### src/rtl/int_controller_pkg.sv
`default_nettype none
// ============================================================================
// Module      : int_controller_pkg
// Description : Register offsets, FSM encodings and STATUS bit layout shared
//               by the interrupt controller and its bench.
// Revision    : 1.0 - initial release
// ============================================================================
package int_controller_pkg;

    localparam logic [1:0] REG_MASK  = 2'd0;
    localparam logic [1:0] REG_PEND  = 2'd1;
    localparam logic [1:0] REG_VBASE = 2'd2;
    localparam logic [1:0] REG_STAT  = 2'd3;

    typedef enum logic [1:0] {
        S_IDLE = 2'd0,
        S_REQ  = 2'd1,
        S_SERV = 2'd2
    } state_t;

    localparam int STAT_INSVC_BIT = 15;
    localparam int STAT_INT_BIT   = 14;
    localparam int STAT_ID_MSB    = 2;

endpackage
`default_nettype wire

### src/rtl/int_controller_sync.sv
`default_nettype none
// ============================================================================
// Module      : irq_sync_edge
// Description : Two-flop synchronizer for one request line followed by a
//               rising-edge detector on the synchronized level.
// Revision    : 1.0 - initial release
// ============================================================================
module irq_sync_edge (
    input  logic clk,
    input  logic reset,
    input  logic irq_in,
    output logic rise
);

    logic r_sync1;
    logic r_sync2;
    logic r_prev;

    always_ff @(posedge clk or posedge reset) begin
        if (reset) begin
            r_sync1 <= 1'b0;
            r_sync2 <= 1'b0;
            r_prev  <= 1'b0;
        end else begin
            r_sync1 <= irq_in;
            r_sync2 <= r_sync1;
            r_prev  <= r_sync2;
        end
    end

    assign rise = r_sync2 & ~r_prev;

endmodule
`default_nettype wire

### src/rtl/int_controller.sv
`default_nettype none
// ============================================================================
// Module      : int_controller
// Description : Fixed-priority interrupt controller with a 4-word register
//               window, pending latch and IDLE/REQ/SERVICE CPU handshake.
// Revision    : 1.0 - initial release
// ============================================================================
module int_controller
    import int_controller_pkg::*;
#(
    parameter int          N_SRC     = 4,
    parameter logic [15:0] BASE      = 16'hFFF0,
    parameter logic [15:0] VEC_RESET = 16'h0100,
    parameter int          VEC_SHIFT = 2
) (
    input  logic             clk,
    input  logic             reset,
    input  logic [N_SRC-1:0] irq_in,
    input  logic             we,
    input  logic [15:0]      addr,
    input  logic [15:0]      wdata,
    output logic [15:0]      rdata,
    input  logic             int_ack,
    input  logic             int_ret,
    output logic             interrupt,
    output logic [15:0]      vector
);

    state_t             r_state;
    state_t             w_state_nxt;
    logic [N_SRC-1:0]   r_mask;
    logic [N_SRC-1:0]   r_pend;
    logic [15:0]        r_vbase;
    logic [2:0]         r_id;
    logic [15:0]        r_vector;

    logic [N_SRC-1:0]   w_rise;
    logic [15:0]        w_off;
    logic               w_hit;
    logic               w_wr_mask;
    logic               w_wr_pend;
    logic               w_wr_vbase;
    logic [N_SRC-1:0]   w_req;
    logic [2:0]         w_win_id;
    logic [15:0]        w_win_vec;
    logic               w_latch;
    logic               w_act_pend;
    logic               w_act_mask;
    logic [N_SRC-1:0]   w_ack_clr;
    logic [N_SRC-1:0]   w_pend_nxt;

    generate
        for (genvar i = 0; i < N_SRC; i++) begin : g_src
            irq_sync_edge u_sync (
                .clk    (clk),
                .reset  (reset),
                .irq_in (irq_in[i]),
                .rise   (w_rise[i])
            );
        end
    endgenerate

    // Offset arithmetic keeps decode correct even for a BASE that is not 4-aligned.
    assign w_off      = addr - BASE;
    assign w_hit      = (w_off[15:2] == 14'd0);
    assign w_wr_mask  = we && w_hit && (w_off[1:0] == REG_MASK);
    assign w_wr_pend  = we && w_hit && (w_off[1:0] == REG_PEND);
    assign w_wr_vbase = we && w_hit && (w_off[1:0] == REG_VBASE);

    assign w_req = r_pend & r_mask;

    always_comb begin
        w_win_id = 3'd0;
        for (int i = N_SRC - 1; i >= 0; i--) begin
            if (w_req[i]) begin
                w_win_id = 3'(i);
            end
        end
    end

    assign w_win_vec = r_vbase + (16'(w_win_id) << VEC_SHIFT);

    always_comb begin
        w_act_pend = 1'b0;
        w_act_mask = 1'b0;
        w_ack_clr  = '0;
        for (int i = 0; i < N_SRC; i++) begin
            if (r_id == 3'(i)) begin
                w_act_pend   = r_pend[i];
                w_act_mask   = r_mask[i];
                w_ack_clr[i] = (r_state == S_REQ) && int_ack;
            end
        end
    end

    // A fresh edge on the same edge as a clear (ack or W1C) keeps the bit set.
    assign w_pend_nxt = (r_pend & ~(w_ack_clr | (w_wr_pend ? wdata[N_SRC-1:0] : '0))) | w_rise;

    always_comb begin
        w_state_nxt = r_state;
        w_latch     = 1'b0;
        case (r_state)
            S_IDLE: begin
                if (|w_req) begin
                    w_latch     = 1'b1;
                    w_state_nxt = S_REQ;
                end
            end
            S_REQ: begin
                if (int_ack) begin
                    w_state_nxt = S_SERV;
                end else if (!w_act_pend || !w_act_mask) begin
                    w_state_nxt = S_IDLE;
                end
            end
            S_SERV: begin
                if (int_ret) begin
                    w_state_nxt = S_IDLE;
                end
            end
            default: w_state_nxt = S_IDLE;
        endcase
    end

    always_ff @(posedge clk or posedge reset) begin
        if (reset) begin
            r_state <= S_IDLE;
        end else begin
            r_state <= w_state_nxt;
        end
    end

    always_ff @(posedge clk or posedge reset) begin
        if (reset) begin
            r_mask   <= '0;
            r_pend   <= '0;
            r_vbase  <= VEC_RESET;
            r_id     <= 3'd0;
            r_vector <= 16'h0000;
        end else begin
            r_pend <= w_pend_nxt;
            if (w_wr_mask) begin
                r_mask <= wdata[N_SRC-1:0];
            end
            if (w_wr_vbase) begin
                r_vbase <= wdata;
            end
            if (w_latch) begin
                r_id     <= w_win_id;
                r_vector <= w_win_vec;
            end
        end
    end

    assign interrupt = (r_state == S_REQ);
    assign vector    = r_vector;

    // The id field reports zero when nothing is being requested or serviced.
    always_comb begin
        rdata = 16'h0000;
        if (w_hit) begin
            case (w_off[1:0])
                REG_MASK:  rdata[N_SRC-1:0] = r_mask;
                REG_PEND:  rdata[N_SRC-1:0] = r_pend;
                REG_VBASE: rdata            = r_vbase;
                REG_STAT: begin
                    rdata[STAT_INSVC_BIT]  = (r_state == S_SERV);
                    rdata[STAT_INT_BIT]    = (r_state == S_REQ);
                    rdata[STAT_ID_MSB:0]   = (r_state != S_IDLE) ? r_id : 3'd0;
                end
                default: rdata = 16'h0000;
            endcase
        end
    end

endmodule
`default_nettype wire

### config.mk
export PLATFORM = sky130hd
export DESIGN_NAME = int_controller
export DESIGN_NICKNAME = d
export VERILOG_FILES = /design/src/rtl/int_controller_pkg.sv /design/src/rtl/int_controller_sync.sv /design/src/rtl/int_controller.sv
export SDC_FILE = /design/constraint.sdc
export NUM_CORES = 1
export LEC_CHECK = 0
export ABC_AREA = 1
export CAP_MARGIN = 25
export CORE_MARGIN = 5
export CORE_UTILIZATION = 30
export CTS_BUF_LIST = sky130_fd_sc_hd__clkbuf_8
export DETAILED_ROUTE_END_ITERATION = 16
export HOLD_SLACK_MARGIN = 0.12
export PLACE_DENSITY_LB_ADDON = 0.2
export SYNTH_ARGS = -nofsm -noshare
export SYNTH_HDL_FRONTEND = slang
export SYNTH_SLANG_ARGS = --single-unit
export TNS_END_PERCENT = 30
### constraint.sdc
create_clock -name clk -period 3 [get_ports clk]
set_clock_uncertainty 0.05 [all_clocks]
set_input_delay 0.6 -clock clk [delete_from_list [all_inputs] [get_ports clk]]
set_output_delay 0.6 -clock clk [all_outputs]
set_load 0.02 [all_outputs]
## After elaboration in Yosys (flattened, before gate mapping)

Index checks and enable logic that the tools add are counted.

- Register bits: 57
- Input port bits: 41
- Output and inout port bits: 33
- Logic and storage cells: 89

- Add/subtract/negate cells: 2
- Eq/ne operators: 11
- Mux-type cells: 30
- Bitwise gates (word level): 13
- Reductions and logical operators: 15

Operators by type and width:

| cell | number |
|---|---|
| 16-bit by 5-bit adder with 16-bit output | 1 |
| 16-bit 2-to-1 mux | 1 |
| 16-bit subtractor, second input constant | 1 |
| 14-bit logical NOT | 1 |
| 1-bit 2-to-1 mux | 14 |
| 2-bit 2-to-1 mux | 6 |
| 3-bit case mux with 4 select lines | 1 |
| 10-bit 2-to-1 mux | 1 |
| 3-bit 2-to-1 mux | 3 |
| 4-bit AND | 2 |
| 4-bit bitwise OR | 2 |
| 2-bit == test, second input constant | 3 |
| 3-bit by 2-bit == test with 1-bit output, second input constant | 2 |
| 2-bit case mux with 3 select lines | 1 |
| 1-bit logical AND | 5 |
| 1-bit AND | 4 |
| 2-bit by 1-bit == test with 1-bit output, second input constant | 2 |
| 2-bit logical NOT | 2 |
| 4-bit 2-to-1 mux | 1 |
| 2-bit != test, second input constant | 2 |
| 1-bit inverter | 4 |
| 4-bit inverter | 1 |
| 2-bit case mux with 2 select lines | 1 |
| 4-bit OR reduction | 1 |
| other kinds (8) | 9 |

## Depth between registers and ports, before layout

- Depth in word-level cells: 10
- Gate-level depth with buffers: 13
- Depth with buffers taken out: 13

## Hierarchy

A second synthesis with hierarchy kept.

- Cells, all modules: 369
- Area, all modules: 3002.9 um^2

By module, submodules not included:

| module | times used | cells an instance | area an instance (um^2) |
|---|---|---|---|
| int_controller | 1 | 345 | 2647.5 |
| irq_sync_edge | 4 | 6 | 88.8 |

## Worst setup path after synthesis

Ideal clock, no wire load.

- Path type: input -> output
- From: input port addr[5]
- To: output port rdata[11]
- Arrival time: 1709 ps
- Required time: 2350 ps
- Slack: 641 ps
- Stages: 7
- Path buffers: 1
- Path through: nand2_1 -> nor2_1 -> nand2_2 -> nor2_8 -> inv_2 -> buf_4 -> nor3_1

- Word-level cells in the longest chain between the ends: 3

RTL lines:

| element | line | RTL |
|---|---|---|
| from (decl) | int_controller.sv:20 | `input logic [15:0] addr,` |
| 16-bit subtractor | int_controller.sv:64 | `assign w_off = addr - BASE;` |
| 14-bit logical NOT | int_controller.sv:65 | `assign w_hit = (w_off[15:2] == 14'd0);` |
| 16-bit 2-to-1 mux | int_controller.sv:161 | `if (w_hit) begin` |
| to (decl) | int_controller.sv:22 | `output logic [15:0] rdata,` |

No other way between the ends.

## Worst setup path after layout

- From: input port addr[5]
- To: output port rdata[4]

The elaborated chain is that of the path after synthesis.

==> impl_metrics.yaml <==
routing:
  routed_wl_mm: 7.44
  wire_per_inst_microns: 12.9
  num_vias: 2552
  dr.first_iter.drc_count: 117
  drc: 0
  drtAntennaViolNets: 0
  viasPerCell: 4.44
  drt_first_pass_iters: 4
timing:
  slew_viol_final: 0
  period_minus_slack_ps: 2870
  fin_tns_setup_ps: 0
  slew_headroom_pct: 63.5
  setup_viol: 0
  max_freq_mhz: 348
  hold_violations: 0
  min_period_over_period_pct: 95.7
  grt_setup_unrepaired: "no"
  tightest_slew_ps: 547
  post-route-worst-setup-slack_ps: 130
worst_setup_path:
  cp_data_required_time_ps: 2350
  rr_worst_depth: 12
  cp_num_cells: 8
  path_buf_inv: 3
  r2r-start: "r_mask[2]$_DFFE_PP0P_"
  crit_path_max_incr_delay_ps: 450
  r2r_end: "vector[10]$_DFFE_PP0P_"
  crit_chain: "clkdlybuf4s50_1, nand2_1, nor2_1, nand2_2, nor2_8, inv_2, nor3_1, dlygate4sd2_1"
  rrSetupSlack_ps: 430
  critPathCaptureType: "output pin"
  crit_path_top_delay_cell: "clkdlybuf4s50_1"
  worstSetupPathType: "in2out"
  start_kind: "input pin"
  critPathArrivalTime_ps: 2220
  crit_start: "addr[5]"
  critPathMaxFanout: 13
  cp-endpoint: "rdata[4]"
  cp_top_family: "buffers and inverters"
outcome:
  status: "completed"
grt:
  grt_pass1_wl_mm: 12.3
  antenna_found_initial: 0
  grt_max_degree: 33
  grt_pass1_vias: 2466
  grt.overflow.total: 0
  track_usage_pct: 13.0
power:
  powerDensity_nw_per_um2: 337
  peakVddDrop_mv: 0.189
  p_leak_nw: 1.86
finish:
  final_util_pct: 41.0
  drive_above_1_share_pct: 14.5
  layout.cells.non_filler: 575
  area_delta_synth_final_pct: 34.4
  antennaDiodeCount: 0
  fin_nets: 485
placed_design:
  gp_congestion: 0.845
  port_buffers: 73
  dp_cells: 567
  place_ws_ps: -200
  dp_hpwl_mm: 6.05
yosys:
  synth_area_leaders: "dfrtp_1, nand2_1, inv_1"
  synth_warnings: 0
  synthAdderAreaFrac_pct: 1.53
  synth.avg_cell_area_sq_um: 8.16
  yosysTopAreaCellShare_pct: 46.9
  synthMuxAreaShare_pct: 0
  yosysSeqAreaShare_pct: 47.8
  synth_most_common_cell: "nand2_1"
  synth_compound_area_share_pct: 12.8
  synth_cell_types: 34
  synth_flop_cell: "dfrtp_1"
  synthXorXnorAreaFrac_pct: 0.597
  syn_nets: 404
  async_reset_ff_share_pct: 100
  synth-edff-count: 0
  syn_area_sq_um: 2940
  ys_ff_latch: 56
  synth_commonest_cells: "nand2_1, dfrtp_1, inv_1"
  synthesis.instances: 360
  synth_top_family_by_area: "simple AND/OR/NAND/NOR gates"
  yosys.area_share.simple_pct: 27.8
  yosys.area.top_type: "dfrtp_1"
clocking:
  cts_num_sinks: 56
  h-tree-depth: 2
  cts-buffers-inserted: 5
  cts_root_buf: "clkbuf_8"
  clk_path_buf_depth: 2
  cts_tree: "done"
  insertion_delay_ps: 330
  clk_pin_slew_worst_paths_ps: 120
  cts_hold_buf: 0
die:
  num_io_pins: 74
  die_area_sq_um: 11900
  core_area_sq_um: 9640
  die_height_microns: 109
  start_util_pct: 30.5
  rows: 36
  chipWidth_microns: 109
job:
  cap_violations: 0
hold_path:
  hp-class: "reg2reg"
## sequential cells by signal, summed over array words and instances, names as in the netlist
signal                flops
g_src.u_sync.r_sync2      4
r_mask                    4
vector                   16
r_pend                    4
r_id                      2
g_src.u_sync.r_prev       4
r_vbase                  16
r_state                   2
g_src.u_sync.r_sync1      4
## layout make-up
cell class | instances | area, sq um
clock buffer | 5 | 68.8
clock inverter | 3 | 28.8
fill | 1034 | 5690
inverter | 56 | 210
multi-input combinational | 239 | 1260
sequential | 56 | 1400
tap | 133 | 166
timing repair buffer | 83 | 811
## metal layers
layer / vias up / share of wire, % / track usage, %
li1: 1314 / - / -
met5: - / 0 / 0
met4: 0 / 1.2 / 3.25
met2: 46 / 47 / 21.5
met1: 1184 / 48 / 18.0
met3: 8 / 3.6 / 2.01
## worst min-delay path by stage
stage,start,endpoint,slack [ps],cells past startpoint
2_1_floorplan,g_src[0].u_sync.r_sync1$_DFF_PP0_,g_src[0].u_sync.r_sync2$_DFF_PP0_,280,0
4_1_cts,g_src[3].u_sync.r_sync1$_DFF_PP0_,g_src[3].u_sync.r_sync2$_DFF_PP0_,310,0
3_3_place_gp,g_src[1].u_sync.r_sync1$_DFF_PP0_,g_src[1].u_sync.r_sync2$_DFF_PP0_,280,0
5_1_grt,g_src[1].u_sync.r_sync1$_DFF_PP0_,g_src[1].u_sync.r_sync2$_DFF_PP0_,320,0
6_report,g_src[3].u_sync.r_sync1$_DFF_PP0_,g_src[3].u_sync.r_sync2$_DFF_PP0_,310,0
3_5_place_dp,g_src[3].u_sync.r_sync1$_DFF_PP0_,g_src[3].u_sync.r_sync2$_DFF_PP0_,280,0
## cells by family after synthesis
| family | after synthesis |
|---|---|
| and+or+nand+nor | 177 |
| buffers and inverters | 65 |
| AOI/OAI and AO/OA | 57 |
| DFF | 56 |
| adders and majority gates | 3 |
| xor gates and xnor gates | 2 |
## where the power goes
part	switching (mW)	total [mW]	internal [mW]
Clock	0.279	0.456	0.177
Sequential	0.00263	0.765	0.763
Combinational	0.0487	0.109	0.0608
## through the flow
stage / instance area (sq um) / hold slack (ps) / total power, mW
after global placement: 3860 / 284 / 0.890
final: 3950 / 311 / 1.33
after detailed placement: 3860 / 285 / 0.891
after floorplan: 2940 / 281 / 0.815
after global routing: 3950 / 323 / 1.39
after CTS: 3940 / 314 / 1.35
## cell usage in the layout, fill, tap and decap left out, drive strengths merged
cell type      instances
o21ai                 39
ha                     2
a31oi                  3
clkbuf                 5
nor2                  28
dlygate4sd2           16
o31ai                  1
fa                     1
nand4                 10
a21oi                  7
xor2                   2
o22ai                  1
clkdlybuf4s50         57
inv                   59
buf                   10
nand2                109
nor3                  14
and3                   1
dfstp                  1
dfrtp                 55
a21boi                 1
a22oi                  1
nand3                 15
a211oi                 2
o21a                   1
o21bai                 1
## repair_timing
item,4_1_cts,5_1_grt
gates resized for setup,16,2
endpoints found under the setup margin,16,1
buffers inserted,0,0
(Power assumes the default switching activity.)
